**src/rtl/victim_wb_buffer_pkg.sv**
```systemverilog
// Shared cache constants: address field positions, line geometry and the
// write-back drain FSM encoding.
package victim_wb_buffer_pkg;

    localparam int ADR_WORD_OFFSET_BEGIN = 2;
    localparam int ADR_WORD_OFFSET_END   = 3;
    localparam int ADR_LINE_BEGIN        = 4;
    localparam int ADR_LINE_END          = 31;
    localparam int WORD_NUM              = 4;

    typedef enum logic {
        DR_IDLE = 1'b0,
        DR_SEND = 1'b1
    } dr_state_e;

endpackage

```
**src/rtl/victim_wb_buffer_entry.sv**
```systemverilog
// One buffered victim line: valid/mask bookkeeping, word write, lookup
// compare and two independent word-select read ports.
module wb_entry
    import victim_wb_buffer_pkg::*;
#(
    parameter int WORD_WIDTH        = 32,
    parameter int LINE_WIDTH        = 28,
    parameter int WORD_OFFSET_WIDTH = 2
) (
    input  logic                         clk,
    input  logic                         rst,
    input  logic                         wr_en,
    input  logic                         clr,
    input  logic [LINE_WIDTH-1:0]        wr_line,
    input  logic [WORD_OFFSET_WIDTH-1:0] wr_word,
    input  logic [WORD_WIDTH-1:0]        wr_dat,
    input  logic [LINE_WIDTH-1:0]        lkp_line,
    input  logic [WORD_OFFSET_WIDTH-1:0] lkp_word,
    input  logic [WORD_OFFSET_WIDTH-1:0] rd_word,
    output logic                         valid,
    output logic [(2**WORD_OFFSET_WIDTH)-1:0] mask,
    output logic [LINE_WIDTH-1:0]        line,
    output logic                         match,
    output logic [WORD_WIDTH-1:0]        lkp_dat,
    output logic [WORD_WIDTH-1:0]        rd_dat
);

    localparam int WORDS = 2 ** WORD_OFFSET_WIDTH;

    logic                  valid_r;
    logic [LINE_WIDTH-1:0] line_r;
    logic [WORDS-1:0]      mask_r;
    logic [WORD_WIDTH-1:0] data_r [WORDS];

    // Line storage: the first word into a free entry latches the line address.
    always_ff @(posedge clk) begin
        if (rst) begin
            valid_r <= 1'b0;
            line_r  <= {LINE_WIDTH{1'b0}};
            mask_r  <= {WORDS{1'b0}};
            for (int i = 0; i < WORDS; i++) begin
                data_r[i] <= {WORD_WIDTH{1'b0}};
            end
        end else if (wr_en) begin
            if (!valid_r) begin
                valid_r <= 1'b1;
                line_r  <= wr_line;
            end
            mask_r[wr_word] <= 1'b1;
            data_r[wr_word] <= wr_dat;
        end else if (clr) begin
            valid_r <= 1'b0;
            mask_r  <= {WORDS{1'b0}};
        end
    end

    assign valid   = valid_r;
    assign mask    = mask_r;
    assign line    = line_r;
    assign match   = valid_r && (line_r == lkp_line) && mask_r[lkp_word];
    assign lkp_dat = data_r[lkp_word];
    assign rd_dat  = data_r[rd_word];

endmodule

```
**src/rtl/victim_wb_buffer.sv**
```systemverilog
// Victim write-back buffer: gathers evicted dirty lines word by word, drains
// them to memory in allocation order and forwards buffered words to refills.
module victim_wb_buffer
    import victim_wb_buffer_pkg::*;
#(
    parameter int WORD_WIDTH        = 32,
    parameter int ADR_WIDTH         = 32,
    parameter int WORD_OFFSET_WIDTH = 2,
    parameter int WORD_NUM          = 4,
    parameter int ENTRIES           = 2
) (
    input  logic                         clk,
    input  logic                         rst,
    input  logic                         victim_valid_i,
    input  logic [ADR_WIDTH-1:0]         victim_adr_i,
    input  logic [WORD_WIDTH-1:0]        victim_dat_i,
    input  logic [WORD_OFFSET_WIDTH-1:0] victim_word_i,
    output logic                         victim_ready_o,
    output logic                         wb_req_o,
    output logic [ADR_WIDTH-1:0]         wb_adr_o,
    output logic [WORD_WIDTH-1:0]        wb_dat_o,
    input  logic                         wb_ack_i,
    input  logic [ADR_WIDTH-1:0]         lkp_adr_i,
    output logic                         lkp_hit_o,
    output logic [WORD_WIDTH-1:0]        lkp_dat_o,
    output logic                         full_o,
    output logic                         empty_o
);

    localparam int LINE_W = ADR_WIDTH - ADR_LINE_BEGIN;
    localparam int PTR_W  = $clog2(ENTRIES);
    localparam int CNT_W  = PTR_W + 1;
    localparam logic [CNT_W-1:0] ENTRIES_C = CNT_W'(ENTRIES);

    dr_state_e                  state_r;
    dr_state_e                  state_next_s;
    logic [WORD_OFFSET_WIDTH-1:0] cnt_r;
    logic [PTR_W-1:0]           fill_ptr_r;
    logic [PTR_W-1:0]           drain_ptr_r;
    logic [CNT_W-1:0]           count_r;

    logic [ENTRIES-1:0]         ent_valid_s;
    logic [ENTRIES-1:0]         ent_match_s;
    logic [ENTRIES-1:0]         ent_wr_s;
    logic [ENTRIES-1:0]         ent_clr_s;
    logic [WORD_NUM-1:0]        ent_mask_s    [ENTRIES];
    logic [LINE_W-1:0]          ent_line_s    [ENTRIES];
    logic [WORD_WIDTH-1:0]      ent_lkp_dat_s [ENTRIES];
    logic [WORD_WIDTH-1:0]      ent_rd_dat_s  [ENTRIES];

    logic                       ready_s;
    logic                       accept_s;
    logic [WORD_NUM-1:0]        word_onehot_s;
    logic                       fill_done_s;
    logic                       release_s;
    logic                       unused_s;

    assign unused_s = ^{victim_adr_i[ADR_LINE_BEGIN-1:0], lkp_adr_i[ADR_WORD_OFFSET_BEGIN-1:0]};

    assign ready_s       = (count_r < ENTRIES_C);
    assign accept_s      = victim_valid_i && ready_s;
    assign word_onehot_s = {{(WORD_NUM-1){1'b0}}, 1'b1} << victim_word_i;
    assign fill_done_s   = accept_s && ((ent_mask_s[fill_ptr_r] | word_onehot_s) == {WORD_NUM{1'b1}});
    assign release_s     = (state_r == DR_SEND) && wb_ack_i && (cnt_r == {WORD_OFFSET_WIDTH{1'b1}});

    for (genvar g = 0; g < ENTRIES; g++) begin : g_entry
        wb_entry #(
            .WORD_WIDTH        (WORD_WIDTH),
            .LINE_WIDTH        (LINE_W),
            .WORD_OFFSET_WIDTH (WORD_OFFSET_WIDTH)
        ) u_entry (
            .clk      (clk),
            .rst      (rst),
            .wr_en    (ent_wr_s[g]),
            .clr      (ent_clr_s[g]),
            .wr_line  (victim_adr_i[ADR_WIDTH-1:ADR_LINE_BEGIN]),
            .wr_word  (victim_word_i),
            .wr_dat   (victim_dat_i),
            .lkp_line (lkp_adr_i[ADR_WIDTH-1:ADR_LINE_BEGIN]),
            .lkp_word (lkp_adr_i[ADR_WORD_OFFSET_END:ADR_WORD_OFFSET_BEGIN]),
            .rd_word  (cnt_r),
            .valid    (ent_valid_s[g]),
            .mask     (ent_mask_s[g]),
            .line     (ent_line_s[g]),
            .match    (ent_match_s[g]),
            .lkp_dat  (ent_lkp_dat_s[g]),
            .rd_dat   (ent_rd_dat_s[g])
        );
    end

    // Steer the victim write to the filling entry and the release to the draining one.
    always_comb begin
        ent_wr_s  = {ENTRIES{1'b0}};
        ent_clr_s = {ENTRIES{1'b0}};
        for (int i = 0; i < ENTRIES; i++) begin
            ent_wr_s[i]  = accept_s && (fill_ptr_r == PTR_W'(i));
            ent_clr_s[i] = release_s && (drain_ptr_r == PTR_W'(i));
        end
    end

    // Lookup walks oldest to newest from drain_ptr so the newest match overrides.
    always_comb begin
        logic [PTR_W-1:0] idx_s;
        idx_s     = {PTR_W{1'b0}};
        lkp_hit_o = 1'b0;
        lkp_dat_o = {WORD_WIDTH{1'b0}};
        for (int i = 0; i < ENTRIES; i++) begin
            idx_s     = drain_ptr_r + PTR_W'(i);
            lkp_dat_o = ent_match_s[idx_s] ? ent_lkp_dat_s[idx_s] : lkp_dat_o;
            lkp_hit_o = lkp_hit_o | ent_match_s[idx_s];
        end
    end

    // Queue pointers and completed-line count.
    always_ff @(posedge clk) begin
        if (rst) begin
            fill_ptr_r  <= {PTR_W{1'b0}};
            drain_ptr_r <= {PTR_W{1'b0}};
            count_r     <= {CNT_W{1'b0}};
        end else begin
            if (fill_done_s) begin
                fill_ptr_r <= fill_ptr_r + PTR_W'(1);
            end
            if (release_s) begin
                drain_ptr_r <= drain_ptr_r + PTR_W'(1);
            end
            case ({fill_done_s, release_s})
                2'b10:   count_r <= count_r + CNT_W'(1);
                2'b01:   count_r <= count_r - CNT_W'(1);
                default: count_r <= count_r;
            endcase
        end
    end

    // Drain FSM state register.
    always_ff @(posedge clk) begin
        if (rst) begin
            state_r <= DR_IDLE;
        end else begin
            state_r <= state_next_s;
        end
    end

    // Drain FSM next state: start on a completed line, stop after the last word's ack.
    always_comb begin
        state_next_s = state_r;
        case (state_r)
            DR_IDLE: state_next_s = (count_r != {CNT_W{1'b0}}) ? DR_SEND : DR_IDLE;
            DR_SEND: state_next_s = release_s ? DR_IDLE : DR_SEND;
            default: state_next_s = DR_IDLE;
        endcase
    end

    // Word counter within the draining line; wraps to zero on the final ack.
    always_ff @(posedge clk) begin
        if (rst) begin
            cnt_r <= {WORD_OFFSET_WIDTH{1'b0}};
        end else if ((state_r == DR_SEND) && wb_ack_i) begin
            cnt_r <= cnt_r + WORD_OFFSET_WIDTH'(1);
        end else if (state_r == DR_IDLE) begin
            cnt_r <= {WORD_OFFSET_WIDTH{1'b0}};
        end
    end

    // Drain FSM outputs: the bus is quiet (all zero) outside DR_SEND.
    always_comb begin
        wb_req_o = 1'b0;
        wb_adr_o = {ADR_WIDTH{1'b0}};
        wb_dat_o = {WORD_WIDTH{1'b0}};
        case (state_r)
            DR_SEND: begin
                wb_req_o = 1'b1;
                wb_adr_o = {ent_line_s[drain_ptr_r], cnt_r, 2'b00};
                wb_dat_o = ent_rd_dat_s[drain_ptr_r];
            end
            default: begin
                wb_req_o = 1'b0;
            end
        endcase
    end

    assign victim_ready_o = ready_s;
    assign full_o         = (count_r == ENTRIES_C);
    assign empty_o        = (count_r == {CNT_W{1'b0}}) && !ent_valid_s[fill_ptr_r];

endmodule

```
**config.mk**
```make
export PLATFORM = sky130hd
export DESIGN_NAME = victim_wb_buffer
export DESIGN_NICKNAME = d
export VERILOG_FILES = /design/src/rtl/victim_wb_buffer_pkg.sv /design/src/rtl/victim_wb_buffer_entry.sv /design/src/rtl/victim_wb_buffer.sv
export SDC_FILE = /design/constraint.sdc
export NUM_CORES = 1
export LEC_CHECK = 0
export ABC_AREA = 1
export CAP_MARGIN = 5
export CORE_ASPECT_RATIO = 0.6
export CORE_MARGIN = 5
export CORE_UTILIZATION = 44
export DETAILED_ROUTE_END_ITERATION = 8
export GPL_TIMING_DRIVEN = 1
export HOLD_SLACK_MARGIN = 0.03
export PLACE_DENSITY = 0.75
export SLEW_MARGIN = 10
export SYNTH_ARGS = -nofsm -noshare
export SYNTH_HDL_FRONTEND = slang
export SYNTH_SLANG_ARGS = --single-unit
```
**constraint.sdc**
```tcl
create_clock -name clk -period 4.9 [get_ports clk]
set_clock_uncertainty 0.2 [all_clocks]
set_input_delay 1.225 -clock clk [delete_from_list [all_inputs] [get_ports clk]]
set_output_delay 1.225 -clock clk [all_outputs]
set_load 0.005 [all_outputs]
```
After elaboration in Yosys (flattened, before gate mapping)
Memory sizes are Yosys's and may differ from the RTL's. A register that Yosys moved wholly into a read port is not among the register bits.
Index checks and enable logic that the tools add are counted.
- register bits: 73
- memory bits (writable): 256
- bits of input ports: 102
- output and inout port bits: 101
- memories: 2
- memories (name ; words ; bits a word ; read ports ; clocked after memory_dff ; wr ports ; line ; text):
    g_entry[0].u_entry.data_r ; 4 ; 32 ; 2 ; 1 ; 4 ; victim_wb_buffer_entry.sv:33 ; logic [WORD_WIDTH-1:0] data_r [WORDS];
    g_entry[1].u_entry.data_r ; 4 ; 32 ; 2 ; 1 ; 4 ; victim_wb_buffer_entry.sv:33 ;
- add/subtract/negate cells: 5
- magnitude comparators: 10
- equal/unequal tests: 8
- shift operators: 1
- multiplexer cells: 64
- bitwise gates (word level): 12
- reduce and logical (&&, ||, !) cells: 24
- operator list (operator ; number):
    two-way mux 32 bit ; 15
    two-way mux 28 bit ; 3
    OR reduction 32 bit ; 2
    == test 28 bit ; 2
    two-way mux 4 bit ; 7
    two-way mux 1 bit ; 26
    two-way mux 2 bit ; 8
    logical AND 1 bit ; 14
    bitwise OR 4 bit ; 3
    nonzero test 2 bit ; 4
    == test 2 bit, second input constant ; 3
    >= comparator 2 bit, second input constant ; 3
    less-than comparator 1 x 2 -> 1 bit, second input constant ; 3
    less-than comparator 2 x 3 -> 1 bit, second input constant ; 2
    NOT 1 -> 2 bit ; 3
    NOT 1 bit ; 5
    adder 2 x 1 -> 2 bit, second input constant ; 2
    binary-select mux 1 bit (select 2 bit) ; 2
    == test 4 bit, second input constant ; 1
    case mux 2 bit (2 select lines) ; 1
    AND reduction 2 bit ; 2
    left shift 1 x 2 -> 4 bit, first input constant ; 1
    adder 1 bit, second input constant ; 2
    demux 1 bit (select 2 bit) ; 1
    9 further kinds ; 9

Depth between registers and ports, before layout
Gate-level depths: netlist of run 1.
- depth in word-level cells: 9
- depth in mapped cells: 14

Modules after synthesis
From an unflattened synthesis of run 1, not the netlist that was laid out.
- cells, all modules: 2360
- area total of the unflattened synthesis: 18485.2 um^2
- by module, submodules not included (module ; times used ; cells an instance ; area an instance (um^2) ; sequential area each (um^2)):
    wb_entry (g_entry[1].u_entry) ; 1 ; 929 ; 8035.2 ; 4504.3
    wb_entry (g_entry[0].u_entry) ; 1 ; 928 ; 7892.6 ; 4504.3
    victim_wb_buffer ; 1 ; 503 ; 2557.5 ; 140.1

Worst setup path before layout of run 1
No wires, ideal clock.
- kind: input-to-reg
- start: in victim_word_i[0]
- end: mem g_entry[1].u_entry.data_r[0][0], enable pin
- arrival: 4.063 ns
- slack: 0.172 ns
- stages on the path: 4
- path buffers: 1
- cells stage by stage: nor2_1 > inv_1 > clkbuf_1 > o21ai_0
- RTL lines (element ; line ; text):
    from (decl) ; victim_wb_buffer.sv:17 ; input logic [WORD_OFFSET_WIDTH-1:0] victim_word_i,
    to (decl) ; victim_wb_buffer_entry.sv:33 ;

Final worst setup path of run 1
- start: in lkp_adr_i[5]
- end: out lkp_dat_o[26]
- longest elaborated chain between the ends: 7
- ends and longest elaborated chain (element ; line ; text):
    from (decl) ; victim_wb_buffer.sv:23 ; input logic [ADR_WIDTH-1:0] lkp_adr_i,
    == test 28 bit ; victim_wb_buffer_entry.sv:60 ; assign match = valid_r && (line_r == lkp_line) && mask_r[lkp_word];
    logical AND 1 bit (2 in series) ; victim_wb_buffer_entry.sv:60 ;
    two-way mux 1 bit (not written as such) (2 in series) ; victim_wb_buffer.sv:109 ; lkp_dat_o = ent_match_s[idx_s] ? ent_lkp_dat_s[idx_s] : lkp_dat_o;
    two-way mux 32 bit ; victim_wb_buffer.sv:109 ;
    two-way mux 32 bit (*) ; victim_wb_buffer.sv:109 ;
    to (decl) ; victim_wb_buffer.sv:25 ; output logic [WORD_WIDTH-1:0] lkp_dat_o,
Mark *: on every way between the ends. The rest lies on a longest branch, timed or not. The select of a mux whose other input is x is not followed.

==> results of run 1 <==
how the worst min path moves through the flow:
stage	from	end	slack [ns]
6_report	g_entry[0].u_entry.line[11]$_SDFFE_PP0P_	g_entry[0].u_entry.line[11]$_SDFFE_PP0P_	0.29
5_1_grt	g_entry[0].u_entry.line[11]$_SDFFE_PP0P_	g_entry[0].u_entry.line[11]$_SDFFE_PP0P_	0.31
4_1_cts	g_entry[0].u_entry.line[11]$_SDFFE_PP0P_	g_entry[0].u_entry.line[11]$_SDFFE_PP0P_	0.29
3_5_place_dp	g_entry[0].u_entry.line[11]$_SDFFE_PP0P_	g_entry[0].u_entry.line[11]$_SDFFE_PP0P_	0.28
3_3_place_gp	g_entry[0].u_entry.line[8]$_SDFFE_PP0P_	g_entry[0].u_entry.line[8]$_SDFFE_PP0P_	0.27
2_1_floorplan	g_entry[0].u_entry.mask[3]$_SDFFE_PP0P_	g_entry[0].u_entry.mask[3]$_SDFFE_PP0P_	0.25
logic make-up (layout without fill, tap and decap cells):
family | Yosys count | count (layout)
DFF | 331 | 331
muxes | 33 | 33
xor gates and xnor gates | 7 | 7
AOI/OAI and AO/OA | 590 | 590
and+or+nand+nor | 1117 | 1117
other | 1 | 4
adders and majority gates | 2 | 2
buffers and inverters | 380 | 573
flip-flops by register name, indices dropped and copies added, names as in the netlist, named ones only:
name,cells
drain_ptr_r,1
g_entry.u_entry.data_r,256
g_entry.u_entry.line,56
fill_ptr_r,1
state_r,1
g_entry.u_entry.mask,8
count_r,2
g_entry.u_entry.valid,2
cnt_r,2
final cells by class:
cell class	count	area [um^2]	share of cell area, %
flip-flops and latches	331	9200	39.8
multi-input cells	1751	8420	36.4
repair buffers	299	2920	12.6
clock buffers	48	946	4.09
inverters	211	801	3.46
well taps	570	713	3.09
clock inverters	15	110	0.476
diodes	2	5.00	0.0217
placed cells by master (no fill, tap or decap), types with 12 or more instances in the layout:
cell / netlist / layout
a21oi_1: 159 / 159
a31oi_1: 32 / 32
a32o_1: 62 / 62
buf_12: 0 / 15
buf_4: 7 / 84
clkbuf_1: 94 / 12
clkbuf_16: 0 / 36
clkdlybuf4s50_1: 0 / 133
dfxtp_1: 75 / 71
dlygate4sd2_1: 0 / 51
edfxtp_1: 256 / 256
inv_1: 195 / 186
inv_2: 15 / 20
mux2i_1: 33 / 33
nand2_1: 440 / 412
nand2_2: 2 / 26
nand3_1: 42 / 39
nand4_1: 12 / 12
nor2_1: 577 / 564
nor2_2: 34 / 46
o21ai_0: 245 / 239
o21ai_1: 52 / 53
o22ai_1: 33 / 33
power by group:
part	leakage [nW]	switching (mW)	internal (mW)
sequential	3.27	0.0725	3.15
combinational	5.54	0.492	0.258
clock	0.512	1.15	1.41
total	9.32	1.72	4.82
timing repair:
item | 4_1_cts | 5_1_grt
pin swaps | 22 | 18
buffers inserted | 15 | 0
gates cloned | 2 | 0
endpoints found under the setup margin | 32 | 31
resized for setup | 104 | 29
per-layer routing:
metal / track usage, % / part of all wire, % / wire, um / vias to the layer above
met4: 8.98 / 3.0 / 2070 / 0
met2: 42.8 / 43 / 29900 / 1234
met1: 40.5 / 42 / 28900 / 8911
met3: 5.02 / 12 / 7990 / 180
met5: 0 / 0 / 0 / -
li1: - / - / - / 8560
stage by stage:
step           hold WS, ns  setup TNS (ns)  cell area [um^2]  cells  power, mW
2_1_floorplan        0.252               0             19000   2462       3.68
3_3_place_gp         0.270          -10.12             21700   3146       3.97
3_5_place_dp         0.278          -10.29             21700   3146       4.00
4_1_cts              0.286               0             23100   3226       6.52
5_1_grt              0.309               0             23100   3226       6.74
6_report             0.287               0             23100   3227       6.54
critical path: stages:
cell           delay, ns
dlygate4sd2_1       0.27
buf_4               0.15
nand2_1             0.09
nand2_2             0.10
inv_1               0.07
nand2_1             0.04
nor2_1              0.13
nand3_2             0.16
o21bai_1            0.25
nand2_4             0.14
buf_4               0.18
buf_6               0.14
nand3_1             0.08
nand2_2             0.08
dlygate4sd2_1       0.28
==> results_dict.tcl, run 1 <==
set metrics [dict create \
    drc 0 \
    clock.fmax_mhz 207 \
    maxCapViolCount 0 \
    die_h_um 171 \
    routed_wl_um 68900 \
    ir_drop_mv 0.185 \
    synthArstFlopShare_pct 0 \
    worst_slack_ns 0.0659 \
    grt_max_degree 130 \
    cts.sinks 331 \
    grt_pass1_vias 18100 \
    drv_slew 0 \
    seq_area_frac_synth_pct 48.4 \
    rsz0062_at_grt "no" \
    synthSimpleGateAreaFrac_pct 23.3 \
    cts_root_buf "clkbuf_16" \
    fillers 3774 \
    worstHoldPathType "reg -> reg" \
    synth_compound_area_share_pct 17.7 \
    crit_required_ns 3.47 \
    cts_tree "done" \
    synth.distinct_cells 37 \
    portBuffers 194 \
    ioPinCount 203 \
    start_util_pct 44.9 \
    dpl.hpwl_um 42600 \
    crit_start "lkp_adr_i[5]" \
    coreArea_um2 42200 \
    clk_latency_ns 0.53 \
    hold_viol 0 \
    yosysMostFrequentCell "nor2_1" \
    htreeDepth 2 \
    synth_area_leader_cell "edfxtp_1" \
    status "completed" \
    synth_ff_type "edfxtp_1" \
    antenna_found_initial 1 \
    synthMuxAreaShare_pct 1.74 \
    syn_area_per_cell_um2 7.71 \
    fin_crit_sh_pct 98.7 \
    holdBufCountCts 0 \
    crit_end "lkp_dat_o[26]" \
    drt_iter0_drc 3028 \
    place_worst_setup_slack_ns -0.382 \
    synthAdderAreaFrac_pct 0.132 \
    die_w_um 278 \
    clock_path_buffers 3 \
    synth_top_family_by_area "simple AND/OR/NAND/NOR gates" \
    rows 58 \
    area_delta_synth_final_pct 21.8 \
    drive_gt1_share_pct 10.4 \
    place_congestion 1.01 \
    pwr_density_cell_nw_per_um2 283 \
    grt_pass1_wl_um 104000 \
    ant_nets 0 \
    syn_inst 2461 \
    via_per_inst 5.85 \
    r2r-end "g_entry[1].u_entry.mask[3]$_SDFFE_PP0P_" \
    synth-edff-count 256 \
    num_vias 18900 \
    firstDrtPassIters 6 \
    grt_usage_pct 27.9 \
    final_util_pct 54.7 \
    ys_top_cells_by_count "nor2_1, nand2_1, edfxtp_1" \
    hold_path_depth 2 \
    worstSetupEndpointType "output port" \
    tightest_slew_ns 1.01 \
    synth_area_um2 19000 \
    die-area_um2 47500 \
    path_max_fanout 9 \
    finalSetupViolCount 0 \
    r2r_slack_ns 2.35 \
    arrival_ns 3.41 \
    synth_top_cell_area_share_pct 40.5 \
    crit_type "in -> out" \
    min_period_ns 4.83 \
    reg2reg_depth 8 \
    nets 2733 \
    yosys.area_share.xor_xnor_pct 0.323 \
    routedWlPerCell_um 21.3 \
    synthTopCellsByArea "edfxtp_1, nor2_1, nand2_1, dfxtp_1, o21ai_0" \
    regToRegStartpoint "state_r$_SDFF_PP0_" \
    start_kind "input pin" \
    numCtsBuffers 35 \
    grt_overflow_total 0 \
    relSlewSlack_pct 32.5 \
    p_leak_nw 9.32 \
    yosysWarningCount 0 \
    clk_pin_slew_ns 0.06 \
    synth_seq_cells 331 \
]
No activity file was read; power rests on OpenSTA's default activity.
==> run 2: changes to the inputs <==
--- a/config.mk
+++ b/config.mk
@@ -8,7 +8,6 @@
 export ABC_AREA = 1
 export CAP_MARGIN = 5
 export CORE_ASPECT_RATIO = 0.6
-export CORE_MARGIN = 5
 export CORE_UTILIZATION = 44
 export DETAILED_ROUTE_END_ITERATION = 8
 export GPL_TIMING_DRIVEN = 1
==> run 2 against run 1 <==
Compared with the run above: cell count about the same; non-clock buffer count up 5; first-iteration DRC count fell by 4.9%.
==> results_dict.tcl, run 2 (synthesized netlist as in run 1, its figures left out) <==
set metrics [dict create \
    final_cell_mix "nor2_1, nand2_1, edfxtp_1" \
    crit_type "in -> out" \
    clock_path_buffers 3 \
    holdBufCountCts 0 \
    nets 2738 \
    grt_overflow_total 0 \
    ir_drop_mv 0.179 \
    htreeDepth 2 \
    regMostFlops "g_entry.u_entry.data_r" \
    worstHoldEndpoint "g_entry[0].u_entry.line[4]$_SDFFE_PP0P_" \
    drive_gt1_share_pct 10.9 \
    worstHoldPathType "reg -> reg" \
    final_util_pct 55.0 \
    arrival_ns 3.39 \
    reg2reg_depth 10 \
    routed_wl_um 66000 \
    coreArea_um2 42200 \
    ant_nets 0 \
    tightest_slew_ns 1.19 \
    drt_iter0_drc 2880 \
    place_congestion 0.963 \
    maxCapViolCount 0 \
    clock.fmax_mhz 208 \
    worstSetupEndpointType "output port" \
    via_per_inst 5.81 \
    hold_viol 0 \
    die_h_um 163 \
    largest_reg_flops 256 \
    ioPinCount 203 \
    cts_tree "done" \
    clk_latency_ns 0.53 \
    cts_root_buf "clkbuf_16" \
    start_kind "input pin" \
    min_period_ns 4.82 \
    relSlewSlack_pct 20.5 \
    area_delta_synth_final_pct 22.4 \
    r2r_slack_ns 2.12 \
    cts.sinks 331 \
    die-area_um2 44000 \
    p_leak_nw 9.51 \
    regToRegStartpoint "count_r[1]$_SDFFE_PP0P_" \
    grt_max_degree 130 \
    fillers 3758 \
    hp-start "g_entry[0].u_entry.line[4]$_SDFFE_PP0P_" \
    numCtsBuffers 35 \
    firstDrtPassIters 6 \
    grt_usage_pct 29.1 \
    portBuffers 194 \
    drc 0 \
    fin_crit_sh_pct 98.3 \
    clk_pin_slew_ns 0.07 \
    path_max_fanout 10 \
    status "completed" \
    hold_path_depth 2 \
    tns_ns 0 \
    pwr_density_cell_nw_per_um2 281 \
    routedWlPerCell_um 20.4 \
    start_util_pct 44.9 \
    die_w_um 270 \
    layout.cells.most_common "nor2_1" \
    finalSetupViolCount 0 \
    antenna_found_initial 2 \
    grt_pass1_wl_um 98600 \
    rows 58 \
    r2r-end "g_entry[1].u_entry.line[11]$_SDFFE_PP0P_" \
    dpl.hpwl_um 40000 \
    num_vias 18800 \
    crit_required_ns 3.47 \
    drv_slew 0 \
    grt_pass1_vias 17200 \
]
[run 2: through the flow]
step	instance area, um^2	worst slack (ns)	std cells	power, mW	hold slack [ns]
6_report	23200	0.0823	3230	6.54	0.285
5_1_grt	23200	-0.0257	3230	6.72	0.311
4_1_cts	23100	0.000965	3217	6.52	0.283
3_5_place_dp	21700	-0.403	3138	3.99	0.273
3_3_place_gp	21700	-0.396	3138	3.96	0.269
2_1_floorplan	19000	0.172	2462	3.68	0.252
[run 2: worst max path at each step]
stage,start,end,slack [ns],depth (start not counted)
2_1_floorplan,victim_word_i[0],g_entry[1].u_entry.data_r[0][0]$_SDFFCE_PN0P_,0.17,4
3_3_place_gp,lkp_adr_i[29],lkp_dat_o[0],-0.40,15
3_5_place_dp,lkp_adr_i[29],lkp_dat_o[0],-0.40,15
4_1_cts,lkp_adr_i[16],lkp_dat_o[14],0.001,14
5_1_grt,lkp_adr_i[7],lkp_dat_o[20],-0.03,17
6_report,lkp_adr_i[16],lkp_dat_o[26],0.08,15
[run 2: worst max-delay path, stage by stage]
cell and delay [ns]:
clkdlybuf4s50_1 0.48, inv_1 0.06, or2_2 0.28, nand4_1 0.09, nor2_1 0.05, nand2_1 0.10, nor2_4 0.05, nand2_2 0.08
nand2_2 0.06, nand2_4 0.14, buf_4 0.15, clkbuf_16 0.18, nand3_1 0.07, nand2_1 0.11, dlygate4sd2_1 0.25
[run 2: layer usage]
layer,part of all wire (%),wire (um),GRT usage (%)
met1,40,26700,41.9
met3,13,8660,5.40
met5,0,0,0
met4,3.5,2290,10.6
met2,43,28300,43.5
[run 2: area by class of cell]
class	count	area (um^2)	area share [%]
diodes	2	5.00	0.0215
clock buffers	49	1020	4.40
clock inverters	12	58.8	0.253
inverters	211	802	3.45
multi-input cells	1751	8440	36.3
flip-flops and latches	331	9200	39.6
well taps	570	713	3.07
repair buffers	304	2980	12.8
[run 2: timing repair]
item	CTS	global route
pin swaps	13	12
resized for setup	100	45
gates cloned	3	1
endpoints found under the setup margin	33	27
buffers inserted	15	10
[run 2: report_power, final]
group	leakage, nW	switching [mW]	internal [mW]	total, mW
Combinational	5.71	0.484	0.253	0.737
Sequential	3.27	0.0729	3.15	3.22
Clock	0.535	1.13	1.45	2.58
Total	9.51	1.68	4.85	6.54
